**config.mk**
```make
export PLATFORM = sky130hd
export DESIGN_NAME = buzzer_event_decoder_flat
export DESIGN_NICKNAME = d
export VERILOG_FILES = /design/src/rtl/buzzer_event_decoder_pkg.sv /design/src/rtl/buzzer_event_decoder_if.sv /design/src/rtl/buzzer_event_decoder_evt_fifo.sv /design/src/rtl/buzzer_event_decoder.sv /design/src/flat_wrapper.sv
export SDC_FILE = /design/constraint.sdc
export NUM_CORES = 1
export LEC_CHECK = 0
export ABC_AREA = 1
export BUFFER_PORTS_ARGS = -buffer_cell sky130_fd_sc_hd__buf_2
export CAP_MARGIN = 10
export CORE_ASPECT_RATIO = 0.6
export CORE_MARGIN = 2
export CORE_UTILIZATION = 45
export CTS_CLUSTER_DIAMETER = 50
export CTS_CLUSTER_SIZE = 10
export DETAILED_ROUTE_END_ITERATION = 6
export GPL_TIMING_DRIVEN = 0
export SLEW_MARGIN = 20
export SYNTH_ARGS = -nofsm -noshare
export SYNTH_HDL_FRONTEND = slang
export SYNTH_SLANG_ARGS = --single-unit
```
**constraint.sdc**
```tcl
create_clock -name clk -period 3.9 [get_ports clk]
set_clock_uncertainty 0.1 [all_clocks]
set_input_delay 0.78 -clock clk [delete_from_list [all_inputs] [get_ports clk]]
set_output_delay 0.78 -clock clk [all_outputs]
set_load 0.02 [all_outputs]
```
**src/rtl/buzzer_event_decoder_pkg.sv**
```systemverilog
// Shared definitions for the buzzer event decoder slice.
// Holds status/channel/state encodings, the event word layout and
// small helpers used to build and interpret event words.
package buzzer_pkg;

  // Event word layout: {status, chan, len}
  localparam int unsigned LEN_W    = 6;
  localparam int unsigned CHAN_W   = 2;
  localparam int unsigned ST_W     = 2;
  localparam int unsigned LEN_LSB  = 0;
  localparam int unsigned CHAN_LSB = LEN_LSB + LEN_W;
  localparam int unsigned ST_LSB   = CHAN_LSB + CHAN_W;
  localparam int unsigned EVT_W    = ST_LSB + ST_W;

  typedef enum logic [ST_W-1:0] {
    ST_OK    = 2'd0,
    ST_SHORT = 2'd1,
    ST_LONG  = 2'd2,
    ST_MULTI = 2'd3
  } status_e;

  typedef enum logic [CHAN_W-1:0] {
    CH_NONE = 2'd0,
    CH_1    = 2'd1,
    CH_2    = 2'd2,
    CH_3    = 2'd3
  } chan_e;

  typedef enum logic [1:0] {
    S_IDLE    = 2'd0,
    S_MEASURE = 2'd1,
    S_GAP     = 2'd2
  } state_e;

  function automatic logic [EVT_W-1:0] pack_evt(status_e st, chan_e ch,
                                                logic [LEN_W-1:0] len);
    logic [EVT_W-1:0] evt;
    evt                      = '0;
    evt[ST_LSB   +: ST_W]    = st;
    evt[CHAN_LSB +: CHAN_W]  = ch;
    evt[LEN_LSB  +: LEN_W]   = len;
    return evt;
  endfunction

  // Single active line -> channel number; anything else -> CH_NONE.
  function automatic chan_e onehot_to_chan(logic [2:0] lines);
    chan_e ch;
    case (lines)
      3'b001:  ch = CH_1;
      3'b010:  ch = CH_2;
      3'b100:  ch = CH_3;
      default: ch = CH_NONE;
    endcase
    return ch;
  endfunction

  function automatic logic [2:0] chan_to_onehot(chan_e ch);
    logic [2:0] lines;
    case (ch)
      CH_1:    lines = 3'b001;
      CH_2:    lines = 3'b010;
      CH_3:    lines = 3'b100;
      default: lines = 3'b000;
    endcase
    return lines;
  endfunction

endpackage

```
**src/rtl/buzzer_event_decoder_if.sv**
```systemverilog
// Event stream interface of the buzzer event decoder.
//   evt_valid : head event present (source -> sink)
//   evt_data  : head event word {status, chan, len} (source -> sink)
//   evt_ready : sink accepts head event (sink -> source)
interface buzzer_event_decoder_if;
  logic                        evt_valid;
  logic                        evt_ready;
  logic [buzzer_pkg::EVT_W-1:0] evt_data;

  modport master (output evt_valid, output evt_data, input  evt_ready);
  modport slave  (input  evt_valid, input  evt_data, output evt_ready);
endinterface

```
**src/rtl/buzzer_event_decoder_evt_fifo.sv**
```systemverilog
// Small event FIFO with a registered head word.
//   clk, rst_n : clock, asynchronous active-low reset
//   push       : write wr_data (ignored when full unless a pop frees space)
//   wr_data    : word to write
//   pop        : remove head (ignored when empty)
//   rd_data    : registered head word, zero when empty
//   full/empty : occupancy flags
module evt_fifo #(
  parameter int unsigned W     = 10,
  parameter int unsigned DEPTH = 4
) (
  input  logic         clk,
  input  logic         rst_n,
  input  logic         push,
  input  logic [W-1:0] wr_data,
  input  logic         pop,
  output logic [W-1:0] rd_data,
  output logic         full,
  output logic         empty
);

  localparam int unsigned AW = $clog2(DEPTH);
  localparam int unsigned CW = AW + 1;

  logic [W-1:0]  mem_q [DEPTH];
  logic [W-1:0]  mem_d [DEPTH];
  logic [AW-1:0] wr_ptr_q, wr_ptr_d;
  logic [AW-1:0] rd_ptr_q, rd_ptr_d;
  logic [AW-1:0] rd_nxt;
  logic [CW-1:0] cnt_q, cnt_d;
  logic [W-1:0]  head_q, head_d;
  logic          do_push, do_pop;

  assign empty   = (cnt_q == '0);
  assign full    = (cnt_q == CW'(DEPTH));
  assign rd_data = head_q;
  assign rd_nxt  = rd_ptr_q + AW'(1);

  always_comb begin
    do_pop   = pop && !empty;
    do_push  = push && (!full || do_pop);
    mem_d    = mem_q;
    wr_ptr_d = wr_ptr_q;
    rd_ptr_d = rd_ptr_q;
    if (do_push) begin
      mem_d[wr_ptr_q] = wr_data;
      wr_ptr_d        = wr_ptr_q + AW'(1);
    end
    if (do_pop) begin
      rd_ptr_d = rd_nxt;
    end
    cnt_d = cnt_q + CW'(do_push) - CW'(do_pop);

    // Head tracks the next-cycle front entry; a push into a FIFO that is
    // (or becomes) empty bypasses storage straight to the head.
    head_d = head_q;
    if (cnt_d == '0) begin
      head_d = '0;
    end else if (do_pop) begin
      head_d = (cnt_q == CW'(1)) ? wr_data : mem_q[rd_nxt];
    end else if (empty) begin
      head_d = wr_data;
    end
  end

  always_ff @(posedge clk or negedge rst_n) begin
    if (!rst_n) begin
      for (int unsigned i = 0; i < DEPTH; i++) begin
        mem_q[i] <= '0;
      end
      wr_ptr_q <= '0;
      rd_ptr_q <= '0;
      cnt_q    <= '0;
      head_q   <= '0;
    end else begin
      mem_q    <= mem_d;
      wr_ptr_q <= wr_ptr_d;
      rd_ptr_q <= rd_ptr_d;
      cnt_q    <= cnt_d;
      head_q   <= head_d;
    end
  end

endmodule

```
**src/rtl/buzzer_event_decoder.sv**
```systemverilog
// Receive-side monitor for the three one-hot buzzer alert lines.
// Synchronises the lines, measures each pulse, classifies it and queues
// the resulting event word; saturating counters summarise activity.
//   clk, rst_n : clock, asynchronous active-low reset
//   ena        : decoder enable (FIFO and counters stay accessible when low)
//   buz_in     : asynchronous buzzer lines, bit0=ch1 .. bit2=ch3
//   clr        : synchronous clear of ok_cnt, err_cnt, ovf
//   evt        : event stream (valid/ready, {status, chan, len})
//   ok_cnt     : OK events, saturating
//   err_cnt    : non-OK events, saturating
//   ovf        : sticky, an event was dropped on a full FIFO
module buzzer_event_decoder
  import buzzer_pkg::*;
#(
  parameter int unsigned MIN_LEN = 28,
  parameter int unsigned MAX_LEN = 34,
  parameter int unsigned DEPTH   = 4
) (
  input  logic                   clk,
  input  logic                   rst_n,
  input  logic                   ena,
  input  logic [2:0]             buz_in,
  input  logic                   clr,
  buzzer_event_decoder_if.master evt,
  output logic [7:0]             ok_cnt,
  output logic [7:0]             err_cnt,
  output logic                   ovf
);

  localparam logic [LEN_W-1:0] LEN_SAT = '1;

  logic [2:0]       s1_q, s1_d;
  logic [2:0]       bs_q, bs_d;
  state_e           state_q, state_d;
  logic [LEN_W-1:0] len_q, len_d;
  chan_e            chan_q, chan_d;
  logic [7:0]       ok_q, ok_d;
  logic [7:0]       err_q, err_d;
  logic             ovf_q, ovf_d;

  chan_e            bs_chan;
  logic             bs_same;
  logic             push;
  status_e          push_st;
  chan_e            push_ch;
  logic [LEN_W-1:0] push_len;
  logic [EVT_W-1:0] push_data;
  logic             pop_fire;
  logic             fifo_full;
  logic             fifo_empty;
  logic [EVT_W-1:0] fifo_head;

  // Two-flop synchroniser; runs regardless of ena.
  always_comb begin
    s1_d = buz_in;
    bs_d = s1_q;
  end

  assign bs_chan = onehot_to_chan(bs_q);
  assign bs_same = (bs_q == chan_to_onehot(chan_q));

  // FSM state register
  always_ff @(posedge clk or negedge rst_n) begin
    if (!rst_n) begin
      state_q <= S_IDLE;
    end else begin
      state_q <= state_d;
    end
  end

  // FSM next state
  always_comb begin
    state_d = state_q;
    if (!ena) begin
      state_d = S_IDLE;
    end else begin
      case (state_q)
        S_IDLE: begin
          if (bs_chan != CH_NONE) begin
            state_d = S_MEASURE;
          end else if (bs_q != '0) begin
            state_d = S_GAP;
          end
        end
        S_MEASURE: begin
          if (bs_q == '0) begin
            state_d = S_IDLE;
          end else if (!bs_same) begin
            state_d = S_GAP;
          end
        end
        S_GAP: begin
          if (bs_q == '0) begin
            state_d = S_IDLE;
          end
        end
        default: state_d = S_IDLE;
      endcase
    end
  end

  // FSM outputs: event push and pulse measurement datapath
  always_comb begin
    push     = 1'b0;
    push_st  = ST_OK;
    push_ch  = CH_NONE;
    push_len = '0;
    len_d    = len_q;
    chan_d   = chan_q;
    if (!ena) begin
      len_d = '0;
    end else begin
      case (state_q)
        S_IDLE: begin
          if (bs_chan != CH_NONE) begin
            chan_d = bs_chan;
            len_d  = LEN_W'(1);
          end else if (bs_q != '0) begin
            push    = 1'b1;
            push_st = ST_MULTI;
          end
        end
        S_MEASURE: begin
          if (bs_same) begin
            len_d = (len_q == LEN_SAT) ? len_q : len_q + LEN_W'(1);
          end else begin
            push     = 1'b1;
            push_ch  = chan_q;
            push_len = len_q;
            if (bs_q != '0) begin
              push_st = ST_MULTI;
            end else if (len_q < LEN_W'(MIN_LEN)) begin
              push_st = ST_SHORT;
            end else if (len_q > LEN_W'(MAX_LEN)) begin
              push_st = ST_LONG;
            end else begin
              push_st = ST_OK;
            end
          end
        end
        default: ;
      endcase
    end
  end

  assign push_data = pack_evt(push_st, push_ch, push_len);
  assign pop_fire  = evt.evt_valid && evt.evt_ready;

  // Counters count push attempts, so dropped events are still counted.
  always_comb begin
    ok_d  = ok_q;
    err_d = err_q;
    ovf_d = ovf_q;
    if (clr) begin
      ok_d  = '0;
      err_d = '0;
      ovf_d = 1'b0;
    end else begin
      if (push && (push_st == ST_OK) && (ok_q != '1)) begin
        ok_d = ok_q + 8'd1;
      end
      if (push && (push_st != ST_OK) && (err_q != '1)) begin
        err_d = err_q + 8'd1;
      end
      if (push && fifo_full && !pop_fire) begin
        ovf_d = 1'b1;
      end
    end
  end

  always_ff @(posedge clk or negedge rst_n) begin
    if (!rst_n) begin
      s1_q   <= '0;
      bs_q   <= '0;
      len_q  <= '0;
      chan_q <= CH_NONE;
      ok_q   <= '0;
      err_q  <= '0;
      ovf_q  <= 1'b0;
    end else begin
      s1_q   <= s1_d;
      bs_q   <= bs_d;
      len_q  <= len_d;
      chan_q <= chan_d;
      ok_q   <= ok_d;
      err_q  <= err_d;
      ovf_q  <= ovf_d;
    end
  end

  evt_fifo #(
    .W     (EVT_W),
    .DEPTH (DEPTH)
  ) u_evt_fifo (
    .clk     (clk),
    .rst_n   (rst_n),
    .push    (push),
    .wr_data (push_data),
    .pop     (pop_fire),
    .rd_data (fifo_head),
    .full    (fifo_full),
    .empty   (fifo_empty)
  );

  assign evt.evt_valid = !fifo_empty;
  assign evt.evt_data  = fifo_head;
  assign ok_cnt        = ok_q;
  assign err_cnt       = err_q;
  assign ovf           = ovf_q;

endmodule

```
**src/flat_wrapper.sv**
```systemverilog
// flat-port wrapper written by rule: the top's interface ports become plain ports
module buzzer_event_decoder_flat import buzzer_pkg::*;
#(
  parameter int unsigned MIN_LEN = 28,
  parameter int unsigned MAX_LEN = 34,
  parameter int unsigned DEPTH   = 4
)
  (clk, rst_n, ena, buz_in, clr, ok_cnt, err_cnt, ovf, evt_evt_valid, evt_evt_data, evt_evt_ready);
  buzzer_event_decoder_if evt_i ();
  input  logic clk;
  input  logic rst_n;
  input  logic ena;
  input  logic [2:0] buz_in;
  input  logic clr;
  output logic [7:0] ok_cnt;
  output logic [7:0] err_cnt;
  output logic ovf;
  output wire logic [$bits(evt_i.evt_valid)-1:0] evt_evt_valid;
  output wire logic [$bits(evt_i.evt_data)-1:0] evt_evt_data;
  input wire logic [$bits(evt_i.evt_ready)-1:0] evt_evt_ready;
  assign evt_evt_valid = evt_i.evt_valid;
  assign evt_evt_data = evt_i.evt_data;
  assign evt_i.evt_ready = evt_evt_ready;
  buzzer_event_decoder #(.MIN_LEN(MIN_LEN), .MAX_LEN(MAX_LEN), .DEPTH(DEPTH)) u_core (.clk(clk), .rst_n(rst_n), .ena(ena), .buz_in(buz_in), .clr(clr), .evt(evt_i), .ok_cnt(ok_cnt), .err_cnt(err_cnt), .ovf(ovf));
endmodule
```
## Word-level counts from Yosys, hierarchy flattened

Index checks and enable logic that the tools add are counted.

- Input bits: 8
- Flip-flop bits (word level): 90
- Logic and storage cells: 129

- Add/sub/neg operators: 7
- Reductions and logical operators: 29
- Multiplexer cells: 49
- Equality and inequality tests: 21
- Bitwise logic cells: 2
- Order comparisons: 5

Operators with widths:

| operator | number |
|---|---|
| 10-bit two-way mux | 7 |
| 6-bit two-way mux | 7 |
| 40-bit bitwise mux | 1 |
| 2-bit two-way mux | 16 |
| 8-bit two-way mux | 4 |
| 10-bit binary-select mux with 2-bit select | 1 |
| 10-bit demux with 2-bit select | 1 |
| 8-bit by 1-bit adder with 8-bit output, second input constant | 2 |
| 8-bit != test, second input constant | 2 |
| 2-bit one-hot mux with 3 select lines | 2 |
| 6-bit one-hot mux with 2 select lines | 1 |
| 1-bit logical AND | 10 |
| 2-bit nonzero test | 5 |
| 3-bit logical NOT | 3 |
| 3-bit by 2-bit != test with 1-bit output, second input constant | 3 |
| 3-bit one-hot mux with 3 select lines | 1 |
| 6-bit by 1-bit adder with 6-bit output, second input constant | 1 |
| 2-bit == test, second input constant | 3 |
| 3-bit by 1-bit == test with 1-bit output, second input constant | 2 |
| 3-bit == test, second input constant | 2 |
| 6-bit == test, second input constant | 1 |
| 3-bit greater-or-equal comparator, second input constant | 2 |
| 6-bit > comparator, second input constant | 1 |
| 6-bit by 5-bit less-than comparator with 1-bit output, second input constant | 1 |
| 21 further kinds | 34 |

## Longest topological paths before layout

Gate-level depths: netlist of run 1.

- Depth in word-level cells: 12
- Gate-level depth with buffers: 21
- Gate-level depth less buffers: 21

## Modules after synthesis

A second synthesis of run 1 with hierarchy kept.

- Cells, all modules: 632
- Area, all modules: 4992.3 um^2

Modules (own cells, without submodules):

| module | instances | sequential area each (um^2) | cells an instance | area each (um^2) |
|---|---|---|---|---|
| evt_fifo | 1 | 1426.4 | 373 | 2925.3 |
| buzzer_event_decoder | 1 | 825.8 | 259 | 2067.0 |

## Worst setup path after synthesis of run 1

OpenSTA, ideal clock, no wires.

- Path type: input to register
- Start point: input evt_evt_ready
- End point: register u_core.u_evt_fifo.head_q[0], in the netlist u_core.u_evt_fifo.rd_data[0]
- Stages on the path: 15
- Setup slack: 0.998 ns
- Required time: 3.735 ns
- Buffers on the path: 0
- Arrival time: 2.737 ns
- Setup time: 0.065 ns
- Cell sequence: inv_1 -> nand3_1 -> nand3_4 -> ha_1 -> inv_1 -> ha_1 -> fa_1 -> xor2_1 -> xor2_1 -> inv_1 -> nand2_1 -> nand2_1 -> a21oi_1 -> nand2_1 -> nand2_1

- Longest elaborated chain between the ends: 8
- Elaborated cells between the ends (all ways): 10
- Those cells by class: add/sub (2); mux (2); reduce/logical (6)

Ends and longest elaborated chain:

| what | line | RTL |
|---|---|---|
| from (decl) | flat_wrapper.sv:20 | `input wire logic [$bits(evt_i.evt_ready)-1:0] evt_evt_ready;` |
| 1-bit logical AND (*) | buzzer_event_decoder.sv:147 | `assign pop_fire = evt.evt_valid && evt.evt_ready;` |
| 1-bit logical AND (*) | buzzer_event_decoder_evt_fifo.sv:40 | `do_pop = pop && !empty;` |
| 1-bit logical OR | buzzer_event_decoder_evt_fifo.sv:41 | `do_push = push && (!full \|\| do_pop);` |
| 1-bit logical AND | buzzer_event_decoder_evt_fifo.sv:41 |  |
| 3-bit by 1-bit adder with 3-bit output | buzzer_event_decoder_evt_fifo.sv:52 | `cnt_d = cnt_q + CW'(do_push) - CW'(do_pop);` |
| 3-bit by 1-bit subtractor with 3-bit output (*) | buzzer_event_decoder_evt_fifo.sv:52 |  |
| named net u_core.u_evt_fifo.cnt_d[2] | buzzer_event_decoder_evt_fifo.sv:30 | `logic [CW-1:0] cnt_q, cnt_d;` |
| 3-bit logical NOT (*) | buzzer_event_decoder_evt_fifo.sv:57 | `if (cnt_d == '0) begin` |
| 3-bit nonzero test (no line) or 10-bit two-way mux (tied branches) | -- |  |
| to (signal assigned) | buzzer_event_decoder_evt_fifo.sv:74 | `head_q <= '0;` |
| to (signal assigned) | buzzer_event_decoder_evt_fifo.sv:80 | `head_q <= head_d;` |
| to (decl) | buzzer_event_decoder_evt_fifo.sv:31 | `logic [W-1:0] head_q, head_d;` |

Mark *: on every way through the listed nets, which the timed path passes. The rest lies on a longest branch.
A chain may end at the register's enable or synchronous reset.

## Worst setup path in the final report of run 1

- Start point: register u_core.bs_q[1]
- End point: register u_core.u_evt_fifo.head_q[6], in the netlist u_core.u_evt_fifo.rd_data[6]

- Longest elaborated chain between the ends: 11
- Elaborated cells between the ends (all ways): 24
- Those cells by class: add/sub (2); eq/ne (4); mux (13); reduce/logical (5)

Ends and longest elaborated chain:

| what | line | RTL |
|---|---|---|
| from (decl) | buzzer_event_decoder.sv:33 | `logic [2:0] bs_q, bs_d;` |
| from (signal assigned) | buzzer_event_decoder.sv:182 | `bs_q <= bs_d;` |
| 3-bit == test, or another cell as far along | buzzer_event_decoder_pkg.sv:48 | `case (lines)` |
| 2-bit one-hot mux with 3 select lines | buzzer_event_decoder_pkg.sv:48 |  |
| 2-bit nonzero test | buzzer_event_decoder.sv:115 | `if (bs_chan != CH_NONE) begin` |
| 1-bit two-way mux | buzzer_event_decoder.sv:115 |  |
| 1-bit one-hot mux with 2 select lines (*) | buzzer_event_decoder.sv:113 | `case (state_q)` |
| 1-bit two-way mux (*) | buzzer_event_decoder.sv:110 | `if (!ena) begin` |
| 1-bit logical AND (*) | buzzer_event_decoder_evt_fifo.sv:41 |  |
| 3-bit by 1-bit adder with 3-bit output (*) | buzzer_event_decoder_evt_fifo.sv:52 |  |
| 3-bit by 1-bit subtractor with 3-bit output (*) | buzzer_event_decoder_evt_fifo.sv:52 |  |
| named net u_core.u_evt_fifo.cnt_d[2] | buzzer_event_decoder_evt_fifo.sv:30 |  |
| 3-bit logical NOT (*) | buzzer_event_decoder_evt_fifo.sv:57 |  |
| 3-bit nonzero test (no line) or 10-bit two-way mux (tied branches) | -- |  |

Mark *: on every way through the listed nets, which the timed path passes. The rest lies on a longest branch. The select of a mux whose other input is x is not followed.

==> reports/metrics.cfg, run 1 <==
[timing]
slew-limit-headroom_pct = 66.6
tns_ns = 0
setup_violations = 0
rsz0062_at_grt = false
period_share_pct = 84.4
hold_viol = 0
slew_violations = 0
period_minus_slack_ns = 3.29
worst_pin_slew_ns = 0.501
fmax_ghz = 0.304

[placed_design]
post_dp_cell_area_um2 = 4870
portBuffers = 35
gp_congestion = 0.797
dp_hpwl_mm = 7.35

[flow_run]
maxCapViolCount = 0

[yosys]
syn_avg_cell_area_um2 = 8.37
ys_types = 37
synthDominantCellAreaShare_pct = 50.1
synthTopCellsByArea = dfrtp_1, nand2_1, o21ai_1, inv_1, nand3_1
syn_inst = 537
yosys.area.top_type = dfrtp_1
synthFlopType = dfrtp_1
ys_seq_area_share_pct = 50.1
synth_nets = 556
netlist_area_um2 = 4490
synth-seq-cells = 90
async_flop_share_pct = 100
synth_edf_count = 0
ys_warn_count = 0

[routing]
vias = 3700
drc = 0
wl_mm = 10.3
routedWlPerCell_um = 14.3
drt_first_pass_iters = 5
viasPerCell = 5.11
first_iter_violations = 225
drt.antenna.violating_nets = 0

[clock_tree]
cts.reportedPaths.clkPinSlew_ns = 0.06
post_cts_buffers = 0
insertion_delay_ns = 0.34
hold_buffers = 0
cts_root_buf = clkbuf_16
post_cts_resized = 0
cts_inserted_buffers = 9
cts_max_level = 3
cts_buffer_depth = 2
cts_tree = built
clkSinkCount = 90

[global_routing]
grt_use_total_pct = 20.4
grt_pass1_vias = 3398
grt_max_degree = 51
grt_antenna_before_repair = 0
grt_pass1_wl_mm = 17.3
gr-total-overflow = 0

[worst_setup_path]
worstPathCellList = inv_1 -> nand3_1 -> nand2_1 -> inv_1 -> nand3_2 -> nand2_2 -> nand2_4 -> nand3_4 -> ha_1 -> inv_1 -> ha_1 -> fa_1 -> xor2_1 -> xor2_1 -> inv_1 -> nand2_1 -> nand2_1 -> a21oi_1 -> nand2_1 -> nand2_1
max_stage_delay_ns = 0.42
critical_path_required_ns = 4.08
critPathCaptureType = flip-flop
crit_path_frequent_cell = nand2_1
path_class = reg -> reg
path_max_fanout = 10
cp-start-kind = flip-flop
arrival_ns = 3.47
slowest_stage = dfrtp_1

[floorplanning]
core_um2 = 9770
rows = 28
initial_utilization_pct = 46.0
dieArea_um2 = 10800
io_pins = 36
dieWidth_um = 133
fp.dieH_um = 81.4

[run_status]
status = finished clean

[final_layout]
drive_above_1_share_pct = 13.4
area_growth_pct = 14.5
design_area_um2 = 5140
nets = 603
diodes = 0

[power]
peakVddDrop_mv = 0.258
p_leak_nw = 2.61
power_density_nw_per_um2 = 615

[worst_hold_path]
hold_path.class = in -> async

[cell usage after synthesis, types with 2 or more instances]
cell type / n
nand2_1: 166
dfrtp_1: 90
inv_1: 42
o21ai_1: 41
nand3_1: 31
nor2_1: 27
nand4_1: 18
o21ai_0: 16
a21oi_1: 13
xor2_1: 12
ha_1: 10
o22ai_1: 9
nand2_2: 8
o221ai_1: 8
buf_2: 5
buf_4: 5
clkbuf_1: 5
nor3_1: 5
xnor2_1: 5
clkinv_1: 3
inv_2: 2
[placed cells by master (no fill, tap or decap), types with 2 or more instances in the layout]
cell type / n
a21oi_1: 13
buf_2: 39
buf_4: 5
clkbuf_1: 6
clkbuf_16: 9
clkinv_1: 3
clkinv_2: 3
clkinvlp_4: 2
dfrtp_1: 90
ha_1: 10
inv_1: 42
inv_2: 2
nand2_1: 166
nand2_2: 8
nand3_1: 31
nand4_1: 18
nor2_1: 27
nor3_1: 5
o21ai_0: 16
o21ai_1: 41
o221ai_1: 8
o22ai_1: 9
xnor2_1: 5
xor2_1: 12
[worst paths after layout]
| path | startpoint | to | slack (ns) | depth (start not counted) |
|---|---|---|---|---|
| min in group clk | u_core.bs_d[2]$_DFF_PN0_ | u_core.bs_q[2]$_DFF_PN0_ | 0.25 | 0 |
| max | u_core.bs_q[1]$_DFF_PN0_ | u_core.u_evt_fifo.rd_data[6]$_DFFE_PN0P_ | 0.61 | 20 |
| min reg2reg | u_core.bs_d[2]$_DFF_PN0_ | u_core.bs_q[2]$_DFF_PN0_ | 0.25 | 0 |
| max in group asynchronous | rst_n | u_core.u_evt_fifo.mem_q[10]$_DFFE_PN0P_ | 2.88 | 2 |
| max reg2reg | u_core.bs_q[1]$_DFF_PN0_ | u_core.u_evt_fifo.rd_data[6]$_DFFE_PN0P_ | 0.61 | 20 |
| min | rst_n | u_core.u_evt_fifo.cnt_q[0]$_DFF_PN0_ | 0.25 | 1 |
[flip-flops by register name, indices dropped and copies added, names as in the netlist]
name / count
u_core.state_q: 2
u_core.u_evt_fifo.cnt_q: 3
u_core.err_cnt: 8
u_core.ok_cnt: 8
u_core.u_evt_fifo.rd_ptr_q: 2
u_core.bs_d: 3
u_core.u_evt_fifo.mem_q: 40
u_core.u_evt_fifo.wr_ptr_q: 2
u_core.chan_q: 2
u_core.u_evt_fifo.rd_data: 10
u_core.bs_q: 3
u_core.ovf: 1
u_core.len_q: 6
[per-stage QoR]
stage                     power, mW  cells  utilization (%)  setup WS (ns)  hold slack, ns
after floorplan                2.05    537                -          0.998           0.231
after global placement         2.34    707             49.5          0.479           0.232
after detailed placement       2.37    708             49.8          0.443           0.242
after CTS                      3.19    724             52.6          0.588           0.257
after global routing           3.41    724             52.6          0.251           0.269
final                          3.17    724             52.6          0.609           0.249
[layout make-up]
| cell class | instances | area (um^2) |
|---|---|---|
| Multi-Input combinational cell | 383 | 1970 |
| Buffer | 16 | 85.1 |
| Inverter | 48 | 183 |
| Timing Repair Buffer | 36 | 209 |
| Tap cell | 135 | 169 |
| Clock buffer | 11 | 243 |
| Fill cell | 930 | 4630 |
| Sequential cell | 90 | 2250 |
| Clock inverter | 5 | 30.0 |
[worst max-delay path: cells and delay by family (launching register included)]
family	cells	cell delay [ns]
and+or+nand+nor	10	1.02
adders and majority gates	3	0.86
DFF	1	0.42
xor gates and xnor gates	2	0.37
buffers and inverters	4	0.26
AOI/OAI and AO/OA	1	0.19
[cells by family (layout without fill, tap and decap cells)]
family	after synthesis	in the layout	share of synthesized area (%)
flops	90	90	50.1
mux	1	1	0.223
compound gates	93	93	11.9
simple gates	260	260	25.0
xor+xnor	17	17	3.31
fa+ha+maj	12	12	3.45
buf+inv	64	116	5.96
[where the power goes]
group / total, mW / switching (mW) / internal (mW) / leakage [nW]
Combinational: 1.14 / 0.765 / 0.371 / 1.28
Clock: 0.807 / 0.361 / 0.446 / 0.131
Sequential: 1.22 / 0.124 / 1.10 / 1.20
[routing by layer]
| metal | GRT usage [%] | vias up | wire, um |
|---|---|---|---|
| li1 | - | 1871 | - |
| met1 | 31.1 | 1740 | 5550 |
| met2 | 28.8 | 78 | 4250 |
| met3 | 4.75 | 11 | 444 |
| met4 | 6.02 | 0 | 99 |
| met5 | 0 | - | 0 |
Power figures use the tool's default switching activity.
==> run 2: changes to the inputs <==
- ABC_AREA: 1 -> 0
- clock period: 3.9 -> 3.3 ns (I/O delays scaled with it)
==> run 2 against run 1 <==
  * Maximum frequency shrank 9.5%
  * The run now ends with negative setup slack left
  * Cell count shrank 19%
  * Global-route usage grew 0.14 points
  * Largest power group unchanged
  * First-iteration DRC count shrank 24%
  * Non-clock buffer count grew 12
  * Highest routed layer unchanged
  * Combinational power shrank 8%
  * Cell area grew 6.2%
  * Synthesized area grew 3.3%
  * Via count shrank 7.5%
  * Setup slack lost 0.94 ns
==> reports/metrics.cfg, run 2 <==
[worst_setup_path]
worstPathCellList = buf_6 -> nand4b_1 -> o31ai_1 -> a2111o_1 -> nor2b_2 -> inv_1 -> ha_1 -> inv_1 -> ha_2 -> fa_2 -> xnor2_2 -> xnor2_2 -> o311a_1 -> buf_8 -> a221o_1
arrival_ns = 3.76  ; +0.29 ns
cp_num_buf_inv = 4  ; unchanged
cp-start-kind = flip-flop
slowest_stage = a2111o_1
path_class = reg -> reg
critPathCaptureType = flip-flop
max_stage_delay_ns = 0.45  ; +0.03 ns
path_max_fanout = 10  ; unchanged
critical_path_required_ns = 3.42  ; -0.66 ns
cp_top_family = compound AO/OA/AOI/OAI gates

[timing]
period_share_pct = 110  ; +26 points
hold_viol = 0  ; unchanged
setup_ws_ns = -0.335  ; -0.945 ns
slew-limit-headroom_pct = 52.3  ; -14 points
fmax_ghz = 0.275  ; -9.5%
worst_pin_slew_ns = 0.707  ; +0.207 ns
period_minus_slack_ns = 3.64  ; +0.345 ns
setup_violations = 10  ; +10
rsz0062_at_grt = true
whs_ns = 0.0927  ; -0.156 ns
tns_ns = -3.22  ; -3.22 ns
slew_violations = 0  ; unchanged

[floorplanning]
io_pins = 36  ; unchanged
core_um2 = 9950  ; +1.8%
dieArea_um2 = 11200  ; +3.2%
initial_utilization_pct = 46.7  ; +0.67 points
fp.dieH_um = 82.7  ; +1.5%
rows = 28  ; unchanged
dieWidth_um = 135  ; +1.6%

[clock_tree]
insertion_delay_ns = 0.35  ; about the same
cts_tree = built
cts.reportedPaths.clkPinSlew_ns = 0.07  ; about the same
cts_max_level = 3  ; unchanged
clkSinkCount = 90  ; unchanged
cts_buffer_depth = 2  ; unchanged
cts_root_buf = clkbuf_16
cts_inserted_buffers = 9  ; unchanged

[run_status]
violations = negative setup slack
status = finished with violations

[final_layout]
final_common_cell = dfrtp_1
design_area_um2 = 5460  ; +6.2%
most-common-layout-cells = dfrtp_1, mux2_2, buf_2
area_growth_pct = 17.7
largest_reg_flops = 40  ; unchanged
drive_above_1_share_pct = 33.1  ; +20 points
fillers = 872  ; -6.2%
largest_register = u_core.u_evt_fifo.mem_q
nets = 467  ; -23%
fin_cells = 588  ; -19%
diodes = 0  ; unchanged
fin_util_pct = 54.9  ; +2.3 points

[yosys]
synth_edf_count = 0  ; unchanged
synth_nets = 413  ; -26%
synth_compound_area_share_pct = 9.89  ; -2.0 points
ys_warn_count = 0  ; unchanged
ys_seq_area_share_pct = 48.5  ; -1.6 points
synth_xor_area_share_pct = 1.32  ; -2.0 points
netlist_area_um2 = 4640  ; +3.3%
synthFlopType = dfrtp_1
synth_common_cells = dfrtp_1, mux2_2, nor2b_1
syn_inst = 394  ; -27%
yosys.area.top_type = dfrtp_1
syn_avg_cell_area_um2 = 11.8  ; +41%
synthTopCellsByArea = dfrtp_1, mux2_2, mux4_2, nor2b_1, ha_1
yosys.area_share.simple_pct = 16.9  ; -8.1 points
async_flop_share_pct = 100  ; unchanged
synth-adder-area-share_pct = 3.13  ; -0.33 points
synth_top_family_by_area = multiplexers
ys_types = 55  ; +49%
synthDominantCellAreaShare_pct = 48.5  ; -1.6 points
synth.area.mux_share_pct = 17.1  ; +17 points
post-synth-top-count-cell = dfrtp_1
synth-seq-cells = 90  ; unchanged

[global_routing]
grt_antenna_before_repair = 0  ; unchanged
gr-total-overflow = 0  ; unchanged
grt_use_total_pct = 20.6  ; +0.14 points
grt_pass1_vias = 3313  ; -2.5%
grt_max_degree = 58  ; +14%
grt_pass1_wl_mm = 17.3  ; +0.20%

[routing]
first_iter_violations = 170  ; -24%
wl_mm = 11.0  ; +6.1%
met2_length_mm = 4.67  ; +9.9%
met1_length_mm = 5.50  ; -0.92%
viasPerCell = 5.82  ; +14%
drt_first_pass_iters = 4  ; -1
vias = 3422  ; -7.5%
route.met3.wl_um = 673  ; +52%
top_layer = met4
drt.antenna.violating_nets = 0  ; unchanged
routedWlPerCell_um = 18.7  ; +31%
drc = 0  ; unchanged

[worst_hold_path]
hold_path.class = in -> async

[power]
peakVddDrop_mv = 0.575  ; +120%
power_density_nw_per_um2 = 621  ; +0.90%
p_leak_nw = 2.53  ; -3.1%
finalPower_mw = 3.39  ; +7.2%

[flow_run]
maxCapViolCount = 0  ; unchanged

[placed_design]
portBuffers = 35  ; unchanged
post_dp_cell_area_um2 = 5070  ; +4.1%
dp_slack_ns = -0.886  ; -1.33 ns
numPlacedInstances = 565  ; -20%
dp_hpwl_mm = 7.37  ; +0.29%
gp_congestion = 0.789  ; -1.0%

## run 2: area by class of cell
| cell class | count | area, um^2 | share of cell area [%] |
|---|---|---|---|
| multi-input combinational | 272 | 2330 | 42.6 |
| sequential | 90 | 2250 | 41.3 |
| timing repair buffer | 46 | 284 | 5.20 |
| clock buffer | 9 | 225 | 4.12 |
| tap | 135 | 169 | 3.09 |
| buffer | 18 | 103 | 1.88 |
| clock inverter | 7 | 58.8 | 1.08 |
| inverter | 11 | 41.3 | 0.756 |
## run 2: cells by family (layout without fill, tap and decap cells)
group	after synthesis	after routing
and+or+nand+nor	132	132
DFF	90	90
muxes	61	61
AOI/OAI and AO/OA	60	61
buffers and inverters	33	91
xor gates and xnor gates	7	7
adders and majority gates	11	11
## run 2: power breakdown
| part | switching, mW | total [mW] | internal [mW] | leakage, nW |
|---|---|---|---|---|
| combinational | 0.590 | 1.05 | 0.457 | 1.18 |
| sequential | 0.123 | 1.35 | 1.22 | 1.21 |
| clock | 0.475 | 1.00 | 0.524 | 0.139 |
## run 2: final timing paths
kind | depth (start not counted) | endpoint | start | slack [ns]
worst max register to register | 15 | u_core.u_evt_fifo.rd_data[3]$_DFFE_PN0P_ | u_core.bs_q[1]$_DFF_PN0_ | -0.34
max in group asynchronous | 2 | u_core.len_q[2]$_DFFE_PN0P_ | rst_n | 2.42
worst min-delay path | 1 | u_core.ok_cnt[6]$_DFFE_PN0P_ | rst_n | 0.09
worst min register to register | 0 | u_core.bs_q[2]$_DFF_PN0_ | u_core.bs_d[2]$_DFF_PN0_ | 0.25
worst max-delay path | 15 | u_core.u_evt_fifo.rd_data[3]$_DFFE_PN0P_ | u_core.bs_q[1]$_DFF_PN0_ | -0.34
min in group clk | 0 | u_core.bs_q[2]$_DFF_PN0_ | u_core.bs_d[2]$_DFF_PN0_ | 0.25
## run 2: repair_timing
action | CTS | global route
pin swaps | 4 | 5
gates cloned | 0 | 1
gates resized for setup | 6 | 8
endpoints found under the setup margin | 10 | 10
hold buffers | 0 | 0
buffers inserted | 8 | 2
## run 2: per-layer routing
| metal | global-route usage [%] | up-vias |
|---|---|---|
| met5 | 0 | - |
| met4 | 5.52 | 0 |
| met3 | 4.70 | 9 |
| met2 | 29.7 | 74 |
| met1 | 31.1 | 1750 |
| li1 | - | 1589 |
## run 2: worst reg2reg max path, stage by stage, from the launching register on
cell and delay [ns]:
dfrtp_1 0.40, buf_6 0.12, nand4b_1 0.10, o31ai_1 0.10, a2111o_1 0.45, nor2b_2 0.16
inv_1 0.06, ha_1 0.27, inv_1 0.04, ha_2 0.16, fa_2 0.37, xnor2_2 0.23
xnor2_2 0.12, o311a_1 0.36, buf_8 0.16, a221o_1 0.32
==> run 3: changes to the inputs <==
- MAX_ROUTING_LAYER: not set -> met4
==> run 3 against run 2 <==
  * The flow still finishes with violations (negative setup slack)
  * Total power is essentially flat
  * Non-clock buffer count unchanged
  * Count of clock-buffer cells in the layout stayed put
  * Combinational power about the same
  * Maximum frequency grew 0.28%
  * Cell count unchanged
  * Setup slack improved by 0.010 ns
  * Sequential share of layout area hardly changed
  * Global-route usage increased by 0.62 points
  * Die area is the same
  * Core utilization is essentially flat
  * First-iteration DRC count up 2.4%
  * Critical endpoint unchanged
  * Largest power group unchanged
  * Highest routed layer unchanged
==> reports/metrics.cfg, run 3 (synthesis gave the netlist of run 2 again) <==
[run_status]
status = finished with violations
violations = negative setup slack

[global_routing]
grt_pass1_wl_mm = 17.3  ; about the same
grt_pass1_vias = 3316  ; +0.091%
grt_max_degree = 58  ; unchanged
gr-total-overflow = 0  ; unchanged
grt_use_total_pct = 21.2  ; +0.62 points
grt_antenna_before_repair = 0  ; unchanged

[timing]
slew-limit-headroom_pct = 51.0  ; -1.4 points
setup_violations = 10  ; unchanged
fmax_ghz = 0.276  ; +0.28%
slew_violations = 0  ; unchanged
period_minus_slack_ns = 3.63  ; -0.0100 ns
setup_ws_ns = -0.325  ; +0.0100 ns
whs_ns = 0.0881  ; -0.00457 ns
hold_viol = 0  ; unchanged
tns_ns = -3.11  ; +0.111 ns
rsz0062_at_grt = true
period_share_pct = 110  ; -0.30 points
worst_pin_slew_ns = 0.728  ; +0.0204 ns

[clock_tree]
cts.reportedPaths.clkPinSlew_ns = 0.07  ; about the same
insertion_delay_ns = 0.35  ; about the same
cts_tree = built
cts_buffer_depth = 2  ; unchanged
cts_max_level = 3  ; unchanged
cts_inserted_buffers = 9  ; unchanged
hold_buffers = 0  ; unchanged
cts_root_buf = clkbuf_16
clkSinkCount = 90  ; unchanged

[routing]
vias = 3427  ; +0.15%
routedWlPerCell_um = 18.7  ; +0.35%
wl_mm = 11.0  ; +0.35%
drt_first_pass_iters = 4  ; unchanged
drc = 0  ; unchanged
drt.antenna.violating_nets = 0  ; unchanged
first_iter_violations = 174  ; +2.4%
viasPerCell = 5.83  ; +0.15%

[flow_run]
maxCapViolCount = 0  ; unchanged

[final_layout]
area_growth_pct = 17.8  ; about the same
largest_reg_flops = 40  ; unchanged
nets = 467  ; unchanged
fillers = 872  ; unchanged
final_common_cell = dfrtp_1
most-common-layout-cells = dfrtp_1, mux2_2, buf_2
drive_above_1_share_pct = 33.3  ; +0.22 points
design_area_um2 = 5470  ; about the same
diodes = 0  ; unchanged
largest_register = u_core.u_evt_fifo.mem_q
fin_util_pct = 55.0  ; about the same

[placed_design]
dp_hpwl_mm = 7.37  ; unchanged
portBuffers = 35  ; unchanged
gp_congestion = 0.800  ; +1.4%
post_dp_cell_area_um2 = 5070  ; unchanged

[power]
peakVddDrop_mv = 0.589  ; +2.4%
p_leak_nw = 2.53  ; about the same
power_density_nw_per_um2 = 621  ; about the same
finalPower_mw = 3.39  ; about the same

[floorplanning]
initial_utilization_pct = 46.7  ; unchanged
core_um2 = 9950  ; unchanged
io_pins = 36  ; unchanged
fp.dieH_um = 82.7  ; unchanged
dieArea_um2 = 11200  ; unchanged
rows = 28  ; unchanged
dieWidth_um = 135  ; unchanged

[worst_setup_path]
critical_path_required_ns = 3.43  ; about the same
r2r_slack_ns = -0.33  ; about the same
cp-start-kind = flip-flop
critPathCaptureType = flip-flop
r2r_end = u_core.u_evt_fifo.rd_data[3]$_DFFE_PN0P_
path_max_fanout = 10  ; unchanged
arrival_ns = 3.75  ; about the same
path_class = reg -> reg
r2r_cells = 15  ; unchanged
r2r_start = u_core.bs_q[1]$_DFF_PN0_

[worst_hold_path]
hold_path.class = in -> async

==> run 3: worst max-delay path by stage <==
| stage | startpoint | end | slack [ns] | depth (start not counted) |
|---|---|---|---|---|
| after floorplan | ena | u_core.u_evt_fifo.rd_data[5]$_DFFE_PN0P_ | -0.23 | 13 |
| after global placement | ena | u_core.u_evt_fifo.rd_data[6]$_DFFE_PN0P_ | -0.86 | 14 |
| after detailed placement | ena | u_core.u_evt_fifo.rd_data[3]$_DFFE_PN0P_ | -0.89 | 14 |
| after CTS | u_core.bs_q[1]$_DFF_PN0_ | u_core.u_evt_fifo.rd_data[3]$_DFFE_PN0P_ | -0.33 | 15 |
| after global routing | u_core.bs_q[1]$_DFF_PN0_ | u_core.u_evt_fifo.rd_data[2]$_DFFE_PN0P_ | -0.49 | 16 |
| final | u_core.bs_q[1]$_DFF_PN0_ | u_core.u_evt_fifo.rd_data[3]$_DFFE_PN0P_ | -0.33 | 15 |
==> run 3: report_power, final <==
part	total, mW	leakage, nW	switching (mW)	internal (mW)
combinational	1.05	1.18	0.588	0.459
clock	0.998	0.139	0.474	0.524
sequential	1.35	1.21	0.124	1.22
total	3.39	2.53	1.19	2.21
==> run 3: timing repair <==
| action | 4_1_cts | 5_1_grt |
|---|---|---|
| cloned | 0 | 1 |
| resized for setup | 6 | 9 |
| endpoints found under the setup margin | 10 | 10 |
| pin swaps | 4 | 5 |
| setup buffers | 8 | 2 |
==> run 3: area by class of cell <==
class	count	area (um^2)	share of cell area (%)
Inverter	11	41.3	0.755
Clock buffer	9	225	4.12
Timing Repair Buffer	46	284	5.19
Sequential cell	90	2250	41.2
Buffer	18	103	1.88
Clock inverter	7	58.8	1.08
Multi-Input combinational cell	272	2330	42.7
Tap cell	135	169	3.09
==> run 3: per-layer routing <==
metal | routed length (um) | global-route usage (%)
met3 | 586 | 4.70
met1 | 5610 | 31.2
met5 | 0 | -
met4 | 119 | 5.52
met2 | 4700 | 29.6
==> run 3: stage by stage <==
step,std cells,worst slack (ns)
CTS,586,-0.327
detailed placement,565,-0.886
floorplan,394,-0.230
finish,588,-0.325
global placement,564,-0.861
global route,588,-0.487
==> run 3: worst max-delay path: stages, from the launching register on <==
cell      delay, ns
dfrtp_1        0.40
buf_6          0.12
nand4b_1       0.10
o31ai_1        0.10
a2111o_1       0.45
nor2b_2        0.16
inv_1          0.06
ha_1           0.27
inv_1          0.04
ha_2           0.16
fa_2           0.37
xnor2_2        0.23
xnor2_2        0.12
o311a_1        0.36
buf_8          0.15
a221o_1        0.31
